### src/rtl/note_sequencer.sv
// Melody sequencer: CPU-filled FIFO of {duration, note} words played back-to-back
// onto the beep mode register, with a fixed silent gap and a done pulse on drain.
module note_sequencer #(
  parameter int DEPTH       = 16,
  parameter int TICK_CYCLES = 625000,
  parameter int GAP_TICKS   = 1
) (
  input  logic        clk_62p5mhz,
  input  logic        reset,
  input  logic        wr_en,
  input  logic [15:0] wr_data,
  input  logic        clear,
  output logic [7:0]  mode,
  output logic [31:0] status,
  output logic        done_irq
);

  localparam int             AW         = $clog2(DEPTH);
  localparam int             PW         = $clog2(TICK_CYCLES);
  localparam logic [PW-1:0]  PRESC_LAST = PW'(TICK_CYCLES - 1);
  localparam logic [7:0]     GAP_INIT   = 8'(GAP_TICKS);
  localparam bit             NO_GAP     = (GAP_TICKS == 0);

  typedef enum logic [1:0] {IDLE, LOAD, PLAY, GAP} state_e;

  logic [15:0]   mem_q [DEPTH];
  logic [AW-1:0] wr_ptr_q, rd_ptr_q;
  logic [8:0]    count_q, count_d;
  logic          overflow_q;

  state_e        state_q;
  logic [7:0]    note_q, dur_q, dur_cnt_q, mode_q;
  logic [PW-1:0] presc_q;
  logic          done_q;

  logic        empty, full, push, pop;
  logic        tick_wrap, last_tick, note_end;
  logic [15:0] head;

  assign empty     = (count_q == 9'd0);
  assign full      = (count_q == 9'(DEPTH));
  assign push      = wr_en && !full && !clear;
  assign head      = mem_q[rd_ptr_q];
  assign tick_wrap = (presc_q == PRESC_LAST);
  assign last_tick = tick_wrap && (dur_cnt_q == 8'd1);
  // The end of a note (or of its gap) is the only other point that pulls the next word.
  assign note_end  = (state_q == PLAY && last_tick && NO_GAP) || (state_q == GAP && last_tick);
  assign pop       = !clear && !empty &&
                     ((state_q == IDLE) || (state_q == LOAD && dur_q == 8'd0) || note_end);

  always_comb begin
    count_d = count_q;
    case ({push, pop})
      2'b10:   count_d = count_q + 9'd1;
      2'b01:   count_d = count_q - 9'd1;
      default: count_d = count_q;
    endcase
  end

  // NOTE: storage is deliberately left out of reset; only the pointers and count define validity.
  always_ff @(posedge clk_62p5mhz) begin
    if (push) mem_q[wr_ptr_q] <= wr_data;
  end

  always_ff @(posedge clk_62p5mhz) begin
    if (reset || clear) begin
      wr_ptr_q   <= '0;
      rd_ptr_q   <= '0;
      count_q    <= '0;
      overflow_q <= 1'b0;
    end else begin
      if (push) wr_ptr_q <= wr_ptr_q + 1'b1;
      if (pop)  rd_ptr_q <= rd_ptr_q + 1'b1;
      count_q <= count_d;
      if (wr_en && full) overflow_q <= 1'b1;
    end
  end

  always_ff @(posedge clk_62p5mhz) begin
    if (reset) begin
      state_q   <= IDLE;
      mode_q    <= 8'd0;
      done_q    <= 1'b0;
      presc_q   <= '0;
      dur_cnt_q <= 8'd0;
      note_q    <= 8'd0;
      dur_q     <= 8'd0;
    end else if (clear) begin
      state_q <= IDLE;
      mode_q  <= 8'd0;
      done_q  <= 1'b0;
      presc_q <= '0;
    end else begin
      done_q <= 1'b0;
      if (pop) begin
        note_q <= head[7:0];
        dur_q  <= head[15:8];
      end
      case (state_q)
        IDLE: begin
          mode_q <= 8'd0;
          if (pop) state_q <= LOAD;
        end
        LOAD: begin
          if (dur_q == 8'd0) begin
            state_q <= pop ? LOAD : IDLE;
          end else begin
            mode_q    <= note_q;
            dur_cnt_q <= dur_q;
            presc_q   <= '0;
            state_q   <= PLAY;
          end
        end
        PLAY, GAP: begin
          presc_q <= tick_wrap ? '0 : presc_q + 1'b1;
          if (tick_wrap) dur_cnt_q <= dur_cnt_q - 8'd1;
          if (last_tick) begin
            mode_q <= 8'd0;
            if (state_q == PLAY && !NO_GAP) begin
              state_q   <= GAP;
              dur_cnt_q <= GAP_INIT;
            end else if (pop) begin
              state_q <= LOAD;
            end else begin
              state_q <= IDLE;
              done_q  <= 1'b1;
            end
          end
        end
        default: state_q <= IDLE;
      endcase
    end
  end

  assign mode     = mode_q;
  assign done_irq = done_q;
  assign status   = {20'b0, overflow_q, (state_q != IDLE), full, empty, count_q[7:0]};

endmodule

### config.mk
export PLATFORM = sky130hd
export DESIGN_NAME = note_sequencer
export DESIGN_NICKNAME = d
export VERILOG_FILES = /design/src/rtl/note_sequencer.sv
export SDC_FILE = /design/constraint.sdc
export NUM_CORES = 1
export LEC_CHECK = 0
export ABC_AREA = 1
export BUFFER_PORTS_ARGS = -buffer_cell sky130_fd_sc_hd__buf_2
export CAP_MARGIN = 0
export CELL_PAD_IN_SITES_DETAIL_PLACEMENT = 0
export CELL_PAD_IN_SITES_GLOBAL_PLACEMENT = 1
export CORE_MARGIN = 2
export CORE_UTILIZATION = 50
export CTS_CLUSTER_DIAMETER = 50
export CTS_CLUSTER_SIZE = 10
export DETAILED_ROUTE_END_ITERATION = 10
export PLACE_DENSITY_LB_ADDON = 0.12
export REMOVE_ABC_BUFFERS = 1
export SLEW_MARGIN = 5
export SYNTH_ARGS = -nofsm -noshare
export SYNTH_HDL_FRONTEND = slang
export SYNTH_SLANG_ARGS = --single-unit
### constraint.sdc
create_clock -name clk_62p5mhz -period 7.36 [get_ports clk_62p5mhz]
set_clock_uncertainty 0.2 [all_clocks]
set_input_delay 1.84 -clock clk_62p5mhz [delete_from_list [all_inputs] [get_ports clk_62p5mhz]]
set_output_delay 1.84 -clock clk_62p5mhz [all_outputs]
set_load 0.03 [all_outputs]
==> qor.csv <==
metric;value;unit
first-pass iteration count of the detailed router;6;
PortBufs;40;
max-slew violation count;0;
Gate Count Post-Synth;1537;
synthesized area;14700;sq um
WP data required;7.54;ns
Period minus WS final;4.21;ns
Main synth FF type;edfxtp_1;
Post-CTS Resized;0;
Slew headroom;22.1;%
Seq/Total Area, Yosys;62.2;%
Synth area leaders;edfxtp_1, nand2_1, dfxtp_1, nand3_1, nor2_1;
Root Driver;clkbuf_16;
Leakage;0.00625;uW
routed len/inst;17.6;microns
Fin Setup TNS;0;ns
Setup Buffers After CTS;0;
# hold bufs at CTS;0;
Synth Area per Inst;9.57;sq um
worst hold path stage count;2;
reg2reg path depth;14;
final core utilization;56.7;%
crit start category;input port;
status;complete, no violations;
Initial Utilization;51.0;%
number of synthesized flops with an enable pin;256;
first-pass GRT wire length;54.7;mm
Final Hold Vio Count;0;
FP Rows;62;
clk buf depth;3;
num ports;61;
Worst-Skew Late Latency;0.54;ns
Vias/cell;5.25;
CP Data Arrival Time;4.38;ns
core area;28900;sq um
GRT Resource Usage Total;22.9;%
Seq cells post-synth;329;
fillers;2623;
fmax;238;MHz
register area;9150;sq um
Async SR Flop Fraction;0;%
Sink Count;329;
Final nets;1594;
vias in the first global route;9750;
Clock Pin Slew Worst Setup and Hold Paths;0.05;ns
n_diodes;0;
cell area power density;305;nW/um^2
H-tree levels;2;
critical path class;in -> reg;
Synth cell types;38;
RSZ-0062 raised after global routing;no;
Setup-failing EPs final;0;
Area Growth Syn to Fin;11.2;%
cts bufs inserted;44;
full die area;30800;sq um
footprint of the multi-input gates;4730;sq um
via count;10327;
Hold WC Path Type;reg -> reg;
final wirelength;34.6;mm
initial antenna violation count;0;
die height;176;microns
Crit Path Max Fanout;23;
maximum capacitance violations;0;
CP Capture Type;register;
Remaining DRCs;0;
DIE WIDTH;176;microns
starting DRC count in detailed routing;784;
routability congestion estimate;0.784;
Post-DRT Antenna Nets;0;
Peak VDD IR;0.000240;V
total gr overflow;0;
Tot Pwr;4990;uW
Synth top area share;52.2;%
Synth warnings;0;
DP Wirelength;21.5;mm
Worst R2R Setup Slack;3.42;ns
CTS tree;built;
layout cell share with drive strength beyond 1;10.9;%
Final Cycle Share;57.2;%
largest net degree at the start of global routing;94;
Yosys top cell by area;edfxtp_1;
Worst-Margin Slew;1.17;ns
==> path summary, 6_finish.rpt <==
kind | endpoint | from
worst min-delay path | overflow_q | overflow_q
worst min register to register | overflow_q | overflow_q
worst max-delay path | count_q[8] | clear
worst max register to register | count_q[6] | register
==> cells in the mapped netlist, types with 23 or more instances <==
cell type	n
nor2_2	23
inv_1	95
buf_4	33
buf_2	36
o21ai_0	73
nand3_1	140
dfxtp_1	73
nand4_1	23
edfxtp_1	256
a21oi_1	83
nand2_1	408
nor2_1	180
==> through the flow <==
stage	instance area, sq um	std cells	hold WS, ns	setup WS [ns]
2_1_floorplan	14200	1460	0.258	1.46
3_3_place_gp	15100	1895	0.235	2.65
3_5_place_dp	15100	1895	0.245	2.62
4_1_cts	16400	1967	0.253	3.17
5_1_grt	16400	1967	0.284	2.88
6_report	16400	1967	0.253	3.15
==> cells in the final DEF (no fill, tap or decap), types with 2 or more instances in the layout <==
cell type	synthesis	layout
a21oi_1	83	83
o21ai_1	5	5
nor3_1	10	8
inv_1	95	94
buf_4	33	11
inv_2	12	12
and3_1	2	2
ha_1	16	16
o211ai_1	9	9
nand2_2	3	3
nor2_1	180	165
xnor2_1	2	2
nor2_2	23	38
dfxtp_1	73	72
nand3_1	140	140
clkbuf_16	0	44
o21ai_0	73	73
nand4_1	23	23
clkbuf_8	0	2
nor3_2	0	2
nand3b_1	2	2
conb_1	1	20
clkbuf_1	14	13
xor2_1	13	13
inv_6	0	4
clkinv_4	1	4
clkinv_2	0	3
nand2_1	408	408
buf_2	36	40
edfxtp_1	256	256
==> power by group <==
| group | internal, uW | total, uW | leakage [uW] | switching (uW) |
|---|---|---|---|---|
| Combinational | 278 | 955 | 0.00271 | 676 |
| Clock | 1160 | 1920 | 0.000637 | 760 |
| Sequential | 2060 | 2120 | 0.00290 | 56.5 |
==> state kept, by name, summed over array words and instances (netlist names), 8 cells and up, named ones only <==
| register | flops |
|---|---|
| presc_q | 20 |
| count_q | 9 |
| note_q | 8 |
| mem_q | 256 |
| dur_cnt_q | 8 |
| mode | 8 |
| dur_q | 8 |
==> area by class of cell <==
class / count / area share [%]
flip-flops and latches: 329 / 55.9
inverters: 108 / 2.52
well taps: 384 / 2.94
repair buffers: 51 / 1.73
clock inverters: 13 / 0.780
clock buffers: 59 / 7.19
multi-input cells: 1023 / 28.9
==> routing by layer <==
| layer | GRT usage, % | vias up | part of all wire [%] |
|---|---|---|---|
| met5 | 0 | - | 0 |
| met4 | 5.79 | 0 | 2.1 |
| met1 | 32.9 | 4837 | 46 |
| met2 | 36.7 | 270 | 46 |
| li1 | - | 5165 | - |
| met3 | 3.55 | 55 | 5.5 |
==> worst max-delay path: stages <==
cell and delay [ns]:
buf_2 0.15, a21oi_4 0.52, nand2_4 0.13, clkinv_4 0.19, ha_1 0.47, ha_1 0.37, a21o_1 0.19, a21boi_0 0.17
nand2_1 0.09, xor2_1 0.14, nand2_1 0.06, a21oi_1 0.06
==> kinds of logic (layout without fill, tap and decap cells) <==
family | after synthesis | count (layout) | share of synthesized area [%]
simple gates | 796 | 796 | 22.7
compound gates | 175 | 175 | 6.24
fa+ha+maj | 17 | 17 | 1.50
buf+inv | 204 | 231 | 6.46
flops | 329 | 329 | 62.2
other cells | 1 | 20 | 0.0255
xor+xnor | 15 | 15 | 0.893
No activity file was read; power rests on OpenSTA's default activity.
